`config.mk`:
```
export PLATFORM = sky130hd
export DESIGN_NAME = imem_loader_flat
export DESIGN_NICKNAME = d
export VERILOG_FILES = /design/src/rtl/imem_loader_if.sv /design/src/rtl/imem_loader.sv /design/src/flat_wrapper.sv
export SDC_FILE = /design/constraint.sdc
export NUM_CORES = 1
export LEC_CHECK = 0
export ABC_AREA = 1
export CAP_MARGIN = 20
export CELL_PAD_IN_SITES_DETAIL_PLACEMENT = 0
export CELL_PAD_IN_SITES_GLOBAL_PLACEMENT = 2
export CORE_ASPECT_RATIO = 2
export CORE_MARGIN = 2
export CORE_UTILIZATION = 32
export DETAILED_ROUTE_END_ITERATION = 8
export PLACE_DENSITY = 0.8
export SYNTH_ARGS = -nofsm -noshare
export SYNTH_HDL_FRONTEND = slang
export SYNTH_SLANG_ARGS = --single-unit
```
`constraint.sdc`:
```
create_clock -name clk -period 2.7 [get_ports clk]
set_input_delay 0.54 -clock clk [delete_from_list [all_inputs] [get_ports clk]]
set_output_delay 0.54 -clock clk [all_outputs]
set_load 0.01 [all_outputs]
```
`src/rtl/imem_loader_if.sv`:
```
// Byte-stream valid/ready handshake feeding the boot-time program loader.
// master drives bytes, slave (the loader) returns byte_ready.
interface imem_loader_if;
  logic [7:0] byte_in;
  logic       byte_valid;
  logic       byte_ready;

  modport master (
    output byte_in,
    output byte_valid,
    input  byte_ready
  );

  modport slave (
    input  byte_in,
    input  byte_valid,
    output byte_ready
  );
endinterface

```
`src/rtl/imem_loader.sv`:
```
// Boot loader: assembles big-endian words from a byte stream, writes them to
// instruction memory, and holds the fetch pipeline until the checksum verifies.
module imem_loader #(
  parameter int DEPTH = 128,
  parameter int AW    = 7
) (
  input  logic          clk,
  input  logic          R,
  input  logic          start,
  imem_loader_if.slave  bs,
  output logic          mem_we,
  output logic [AW-1:0] mem_waddr,
  output logic [31:0]   mem_wdata,
  output logic          cpu_hold,
  output logic          load_done,
  output logic          load_err,
  output logic [AW:0]   words_loaded
);

  typedef enum logic [2:0] {
    IDLE, HDR, DATA, CSUM, DONE, ERR
  } state_e;

  state_e        st_q, st_d;
  logic [1:0]    cnt_q, cnt_d;
  logic [23:0]   sh_q, sh_d;
  logic [AW:0]   n_q, n_d;
  logic [31:0]   sum_q, sum_d;
  logic          we_q, we_d;
  logic [AW-1:0] waddr_q, waddr_d;
  logic [31:0]   wdata_q, wdata_d;
  logic [AW:0]   wl_q, wl_d;

  logic          take;
  logic          last;
  logic [31:0]   word;
  logic [AW:0]   wl_inc;

  assign bs.byte_ready = (st_q == HDR) ||
                         (st_q == DATA) ||
                         (st_q == CSUM);

  assign take   = bs.byte_valid && bs.byte_ready;
  assign last   = take && (cnt_q == 2'd3);
  assign word   = {sh_q, bs.byte_in};
  assign wl_inc = wl_q + 1'b1;

  always_comb begin
    st_d    = st_q;
    cnt_d   = cnt_q;
    sh_d    = sh_q;
    n_d     = n_q;
    sum_d   = sum_q;
    we_d    = 1'b0;
    waddr_d = waddr_q;
    wdata_d = wdata_q;
    wl_d    = wl_q;
    if (take) begin
      cnt_d = cnt_q + 2'd1;
      sh_d  = {sh_q[15:0], bs.byte_in};
    end
    unique case (st_q)
      IDLE, DONE, ERR: begin
        if (start) begin
          st_d  = HDR;
          cnt_d = 2'd0;
          sum_d = 32'd0;
          wl_d  = '0;
        end
      end
      HDR: begin
        if (last) begin
          // full 32-bit compare: high header bits must not alias a short length
          if (word == 32'd0 || word > 32'(DEPTH)) begin
            st_d = ERR;
          end else begin
            n_d  = word[AW:0];
            st_d = DATA;
          end
        end
      end
      DATA: begin
        if (last) begin
          we_d    = 1'b1;
          waddr_d = wl_q[AW-1:0];
          wdata_d = word;
          sum_d   = sum_q + word;
          wl_d    = wl_inc;
          if (wl_inc == n_q) st_d = CSUM;
        end
      end
      CSUM: begin
        if (last) st_d = (word == sum_q) ? DONE : ERR;
      end
      default: st_d = IDLE;
    endcase
  end

  always_ff @(posedge clk) begin
    if (R) begin
      st_q    <= IDLE;
      cnt_q   <= 2'd0;
      sh_q    <= '0;
      n_q     <= '0;
      sum_q   <= '0;
      we_q    <= 1'b0;
      waddr_q <= '0;
      wdata_q <= '0;
      wl_q    <= '0;
    end else begin
      st_q    <= st_d;
      cnt_q   <= cnt_d;
      sh_q    <= sh_d;
      n_q     <= n_d;
      sum_q   <= sum_d;
      we_q    <= we_d;
      waddr_q <= waddr_d;
      wdata_q <= wdata_d;
      wl_q    <= wl_d;
    end
  end

  assign mem_we       = we_q;
  assign mem_waddr    = waddr_q;
  assign mem_wdata    = wdata_q;
  assign words_loaded = wl_q;
  assign load_done    = (st_q == DONE);
  assign load_err     = (st_q == ERR);
  assign cpu_hold     = (st_q != DONE);

endmodule

```
`src/flat_wrapper.sv`:
```
// flat-port wrapper written by rule: the top's interface ports become plain ports
module imem_loader_flat 
#(
  parameter int DEPTH = 128,
  parameter int AW    = 7
)
  (clk, R, start, mem_we, mem_waddr, mem_wdata, cpu_hold, load_done, load_err, words_loaded, bs_byte_in, bs_byte_valid, bs_byte_ready);
  imem_loader_if bs_i ();
  input  logic clk;
  input  logic R;
  input  logic start;
  output logic mem_we;
  output logic [AW-1:0] mem_waddr;
  output logic [31:0] mem_wdata;
  output logic cpu_hold;
  output logic load_done;
  output logic load_err;
  output logic [AW:0] words_loaded;
  input wire logic [$bits(bs_i.byte_in)-1:0] bs_byte_in;
  input wire logic [$bits(bs_i.byte_valid)-1:0] bs_byte_valid;
  output wire logic [$bits(bs_i.byte_ready)-1:0] bs_byte_ready;
  assign bs_i.byte_in = bs_byte_in;
  assign bs_i.byte_valid = bs_byte_valid;
  assign bs_byte_ready = bs_i.byte_ready;
  imem_loader #(.DEPTH(DEPTH), .AW(AW)) u_core (.clk(clk), .R(R), .start(start), .bs(bs_i), .mem_we(mem_we), .mem_waddr(mem_waddr), .mem_wdata(mem_wdata), .cpu_hold(cpu_hold), .load_done(load_done), .load_err(load_err), .words_loaded(words_loaded));
endmodule
```
==> results.sh, run 1 <==
export IMPL_worst_pin_slew_ns=0.978
export IMPL_crit_fanout=4
export IMPL_final_cell_mix="nand2_1 (278), a21oi_1 (143), dfxtp_1 (117), inv_1 (101), nand3_1 (98)"
export IMPL_dpl_hpwl_um=21500
export IMPL_outcome="finished clean"
export IMPL_dieArea_mm2=0.0225
export IMPL_numCtsBuffers=17
export IMPL_htreeDepth=4
export IMPL_finalHoldViolCount=0
export IMPL_period_share=0.907
export IMPL_finalCriticalPeriod_ns=2.45
export IMPL_crit_top_cell="nand2_1"
export IMPL_cts_resized=0
export IMPL_clock_path_buffers=2
export IMPL_grt_max_degree=78
export IMPL_postCtsHoldBufs=0
export IMPL_worstPathCellList="clkdlybuf4s50_1, ha_1, fa_1, inv_1, o21ai_2, nand2_1, nand2_1, nand2_1, nand2_1, nand2_1, nand2_1, nand2_1, nand3_1, a21oi_1"
export IMPL_timing_setup_tns_ns=0
export IMPL_path_clk_slew_ns=0.06
export IMPL_final_area_mm2=0.00849
export IMPL_min_path_type="reg -> reg"
export IMPL_critPathCaptureType="flop"
export IMPL_area_growth_pct=25.1
export IMPL_grt_pass1_wl_um=41300
export IMPL_cellLeakagePower_nw=3.60
export IMPL_ios=64
export IMPL_drv_slew=0
export IMPL_drtAntennaViolNets=0
export IMPL_clock_sinks=117
export IMPL_antennaDiodeCount=0
export IMPL_netlist_instances=1038
export IMPL_worst_setup_path_start_kind="primary input"
export IMPL_layout_drive_gt1_share=0.0846
export IMPL_routedWlPerCell_um=19.4
export IMPL_netlist_area_mm2=0.00679
export IMPL_rows=75
export IMPL_maxSlewHeadroom=0.348
export IMPL_max_freq_mhz=408
export IMPL_clockRootBuffer="clkbuf_16"
export IMPL_final_common_cell="nand2_1"
export IMPL_ys_warn_count=0
export IMPL_synthesis_nets=1084
export IMPL_synth_seq_cells=117
export IMPL_dieHeight_um=210
export IMPL_powerDensity_mw_per_mm2=645
export IMPL_grt_antenna_before_repair=0
export IMPL_fillers=2347
export IMPL_crit_arrival_ns=2.81
export IMPL_rsz0062_at_grt="no"
export IMPL_die_x_um=107
export IMPL_port_buffer_count=63
export IMPL_track_usage=0.252
export IMPL_grt_pass1_vias=7199
export IMPL_ys_seq_area_frac=0.345
export IMPL_clock_latency_ns=0.44
export IMPL_dpl_instance_area_mm2=0.00794
export IMPL_critPathSlowestCell="clkdlybuf4s50_1"
export IMPL_drv_cap=0
export IMPL_dp_cells=1383
export IMPL_yosys_cell_types_count=35
export IMPL_setup_viol=0
export IMPL_fin_hold_ws_ns=0.465
export IMPL_required_ns=3.06
export IMPL_drc=0
export IMPL_cpPeakStageDelay_ns=0.55
export IMPL_critical_path_class="in -> reg"
export IMPL_wl_um=27400
export IMPL_firstDrtPassIters=5
export IMPL_viasPerCell=5.03
export IMPL_core_area_mm2=0.0209
export IMPL_fin_nets=1179
export IMPL_avgSynthCellArea_um2=6.54
export IMPL_fin_cells=1415
export IMPL_vias=7120
export IMPL_initial_utilization=0.324
export IMPL_peakVddDrop_uv=395
export IMPL_fin_util=0.406
export IMPL_post_cts_buffers=0
export IMPL_cts_tree="yes"
export IMPL_place_congestion=0.907
export IMPL_grt_overflow_total=0
export IMPL_drt_initial_drc_count=290
export IMPL_clock_skew_final_ns=0.00899
==> report_power, final <==
part | internal (mW) | switching, mW
Clock | 1.27 | 0.933
Combinational | 0.413 | 0.915
Sequential | 1.82 | 0.129
Total | 3.50 | 1.98
==> worst max-delay path: cells and delay by family <==
kind                     cells  cell delay [ns]
adder cells (fa/ha/maj)      2             0.71
AND/OR/NAND/NOR              8             0.64
buffers and inverters        2             0.67
AO/OA/AOI/OAI                2             0.23
==> area by class of cell <==
| type | instances | area, um^2 | share of cell area |
|---|---|---|---|
| tap | 269 | 337 | 0.0396 |
| clock buffer | 18 | 429 | 0.0505 |
| multi-input combinational | 776 | 3820 | 0.450 |
| inverter | 107 | 404 | 0.0476 |
| sequential | 117 | 2340 | 0.276 |
| timing repair buffer | 114 | 1030 | 0.122 |
| clock inverter | 14 | 126 | 0.0149 |
==> logic make-up after synthesis <==
family,Yosys count,share of synthesized area
and+or+nand+nor,514,0.319
AOI/OAI and AO/OA,214,0.162
buffers and inverters,145,0.0922
DFF,117,0.345
adders and majority gates,34,0.0638
xor gates and xnor gates,13,0.0168
muxes,1,0.00147
==> state kept, by name, indices dropped and copies added (netlist names) <==
signal / cells
u_core.sum_q: 32
u_core.mem_we: 1
u_core.mem_wdata: 32
u_core.cnt_q: 2
u_core.mem_waddr: 7
u_core.st_q: 3
u_core.sh_q: 24
u_core.n_q: 8
u_core.words_loaded: 8
==> cells in the mapped netlist <==
cell type  number  area [um^2]
inv_4           1         6.26
or2_0           1         6.26
inv_1         101          379
o21bai_1        3         22.5
o22ai_1         1         6.26
o21a_1          3         22.5
nand3_4         1         17.5
nor3_2          1         10.0
o21ai_2         1         8.76
nand2_1       278         1040
nand3_1        98          490
dfxtp_1       117         2340
nand3b_1        3         22.5
nor2_4          1         11.3
buf_2           6         30.0
xor2_1         10         87.6
xnor2_1         3         26.3
clkbuf_1       20         75.1
buf_6           7         78.8
a21o_1          3         22.5
or2_2           1         6.26
mux2i_1         1         10.0
or2_1           1         6.26
buf_4           5         37.5
a21oi_1       143          716
o21ai_1         1         5.00
nor2_1         95          357
fa_1            1         20.0
inv_2           5         18.8
nand2_2         3         18.8
a31oi_1         1         6.26
ha_1           33          413
nand4_1        15         93.8
nor3_1         16         80.1
o21ai_0        58          290
==> final timing paths <==
kind | from | endpoint | slack (ns) | depth (start not counted)
max | bs_byte_in[0] | u_core.sum_q[22]$_SDFFE_PP0P_ | 0.25 | 14
min | u_core.mem_wdata[21]$_SDFFE_PP0P_ | u_core.mem_wdata[21]$_SDFFE_PP0P_ | 0.46 | 2
max reg2reg | u_core.sh_q[20]$_SDFFE_PP0P_ | u_core.st_q[0]$_SDFFE_PP0P_ | 0.45 | 12
min reg2reg | u_core.mem_wdata[21]$_SDFFE_PP0P_ | u_core.mem_wdata[21]$_SDFFE_PP0P_ | 0.46 | 2
==> through the flow <==
stage               worst slack [ns]  power [mW]
floorplan                      0.686        2.74
global placement              -0.148        3.33
detailed placement            -0.176        3.31
CTS                            0.278        5.52
global route                  0.0755        5.70
finish                         0.250        5.48
==> per-layer routing <==
metal  vias to the layer above  track usage  wire, um
met1                      3316        0.220      9010
met4                         0        0.158      1690
met5                         -            0         0
met2                       136        0.517     16100
met3                        57       0.0303       596
li1                       3611            -         -
(Power assumes the default switching activity.)
==> inputs of run 2 (changes only) <==
==> constraint.sdc (replaced) <==
create_clock -name clk -period 2.7 [get_ports clk]
set_input_delay 0.675 -clock clk [delete_from_list [all_inputs] [get_ports clk]]
set_output_delay 0.675 -clock clk [all_outputs]
set_load 0.01 [all_outputs]
==> results.sh, run 2 (synthesis results as in run 1) <==
export IMPL_dieArea_mm2=0.0225
export IMPL_rows=75
export IMPL_path_clk_slew_ns=0.06
export IMPL_worstPathCellList="inv_2, nand2_1, nand2_2, inv_4, clkdlybuf4s50_1"
export IMPL_rsz0062_at_grt="no"
export IMPL_finalHoldViolCount=0
export IMPL_period_share=0.923
export IMPL_htreeDepth=4
export IMPL_antennaDiodeCount=0
export IMPL_worst_setup_path_start_kind="flop"
export IMPL_grt_met2_usage=0.480
export IMPL_drv_slew=0
export IMPL_met1_usage=0.233
export IMPL_area_growth_pct=26.8
export IMPL_multi_input_area_mm2=0.00384
export IMPL_combPwrFrac=0.243
export IMPL_clock_latency_ns=0.43
export IMPL_dpl_hpwl_um=21300
export IMPL_initial_utilization=0.324
export IMPL_routedWlPerCell_um=19.0
export IMPL_final_cell_mix="nand2_1 (278), a21oi_1 (142), dfxtp_1 (117), inv_1 (101), nand3_1 (98)"
export IMPL_met3_usage=0.0393
export IMPL_grt_max_degree=78
export IMPL_power_mw=5.65
export IMPL_grt_antenna_before_repair=0
export IMPL_timing_setup_tns_ns=0
export IMPL_required_ns=2.03
export IMPL_ios=64
export IMPL_drt_initial_drc_count=326
export IMPL_numCtsBuffers=17
export IMPL_min_path_type="reg -> reg"
export IMPL_grt_busiest_layer="met2"
export IMPL_worst_pin_slew_ns=0.560
export IMPL_clock_skew_final_ns=0.0110
export IMPL_grt_overflow_total=0
export IMPL_finalCriticalPeriod_ns=2.49
export IMPL_viasPerCell=5.04
export IMPL_clock_path_buffers=2
export IMPL_drtAntennaViolNets=0
export IMPL_fin_nets=1184
export IMPL_crit_fanout=5
export IMPL_clockRootBuffer="clkbuf_16"
export IMPL_vias=7150
export IMPL_r2r_slack_ns=0.52
export IMPL_grt_pass1_vias=7300
export IMPL_intPower_mw=3.72
export IMPL_cpPeakStageDelay_ns=0.54
export IMPL_cts_tree="yes"
export IMPL_port_buffer_count=63
export IMPL_fillers=2313
export IMPL_critical_path_top_delay_family="buffers and inverters"
export IMPL_firstDrtPassIters=5
export IMPL_powerDensity_mw_per_mm2=656
export IMPL_drv_cap=0
export IMPL_critPathCaptureType="primary output"
export IMPL_dieHeight_um=210
export IMPL_track_usage=0.252
export IMPL_grt_pass1_wl_um=41700
export IMPL_peakVddDrop_uv=525
export IMPL_maxSlewHeadroom=0.624
export IMPL_register_area_mm2=0.00234
export IMPL_max_freq_mhz=401
export IMPL_layout_drive_gt1_share=0.0886
export IMPL_die_x_um=107
export IMPL_core_area_mm2=0.0209
export IMPL_drc=0
export IMPL_pwr_share_seq=0.344
export IMPL_wl_um=26900
export IMPL_crit_arrival_ns=1.82
export IMPL_post_cts_buffers=0
export IMPL_cellLeakagePower_nw=3.66
export IMPL_clock_power_share=0.412
export IMPL_outcome="finished clean"
export IMPL_p_switching_mw=1.93
export IMPL_final_common_cell="nand2_1"
export IMPL_clock_sinks=117
export IMPL_swShare=0.341
export IMPL_crit_buf_inv=3
export IMPL_critPathSlowestCell="clkdlybuf4s50_1"
export IMPL_critical_path_class="reg -> out"
export IMPL_setup_viol=0
export IMPL_place_congestion=0.915
-- run 2: worst min-delay path: stages, from the launching register on --
cell and delay [ns]:
dfxtp_1 0.30, nand2_1 0.06, a21oi_1 0.05
-- run 2: layout make-up --
class | instances | area share
Inverter | 107 | 0.0469
Clock inverter | 12 | 0.0180
Tap cell | 269 | 0.0391
Timing Repair Buffer | 119 | 0.128
Clock buffer | 20 | 0.0507
Multi-Input combinational cell | 776 | 0.446
Sequential cell | 117 | 0.272
-- run 2: what timing repair did --
item / 4_1_cts / 5_1_grt
hold buffers: 0 / 0
endpoints found under the setup margin: 0 / 5
resized for setup: 0 / 3
-- run 2: path summary, 6_finish.rpt --
| check | start | cells past startpoint | to |
|---|---|---|---|
| max | u_core.st_q[1]$_SDFFE_PP0P_ | 5 | bs_byte_ready |
| max reg2reg | u_core.sh_q[20]$_SDFFE_PP0P_ | 11 | u_core.st_q[0]$_SDFFE_PP0P_ |
| min reg2reg | u_core.mem_wdata[2]$_SDFFE_PP0P_ | 2 | u_core.mem_wdata[2]$_SDFFE_PP0P_ |
| min | u_core.mem_wdata[2]$_SDFFE_PP0P_ | 2 | u_core.mem_wdata[2]$_SDFFE_PP0P_ |
-- run 2: routing by layer --
layer  share of wire  vias up
met5               0        -
met4           0.084        0
met3           0.025       75
met2            0.56      154
met1            0.33     3296
li1                -     3625
-- run 2: power groups by stage --
| stage | clock, mW | sequential (mW) | combinational [mW] |
|---|---|---|---|
| global route | 2.45 | 1.95 | 1.51 |
| floorplan | 0 | 1.92 | 0.822 |
| finish | 2.33 | 1.95 | 1.38 |
| global placement | 0 | 1.99 | 1.39 |
| detailed placement | 0 | 1.99 | 1.38 |
| CTS | 2.37 | 1.95 | 1.39 |
-- run 2: stage by stage --
stage	utilization	setup slack [ns]	cells	hold slack, ns	cell area [um^2]
floorplan	-	0.551	1038	0.444	6790
global placement	0.382	-0.281	1388	0.455	8000
detailed placement	0.382	-0.306	1388	0.458	8000
global route	0.411	0.0288	1420	0.485	8610
finish	0.411	0.208	1420	0.462	8610
CTS	0.411	0.133	1420	0.467	8590
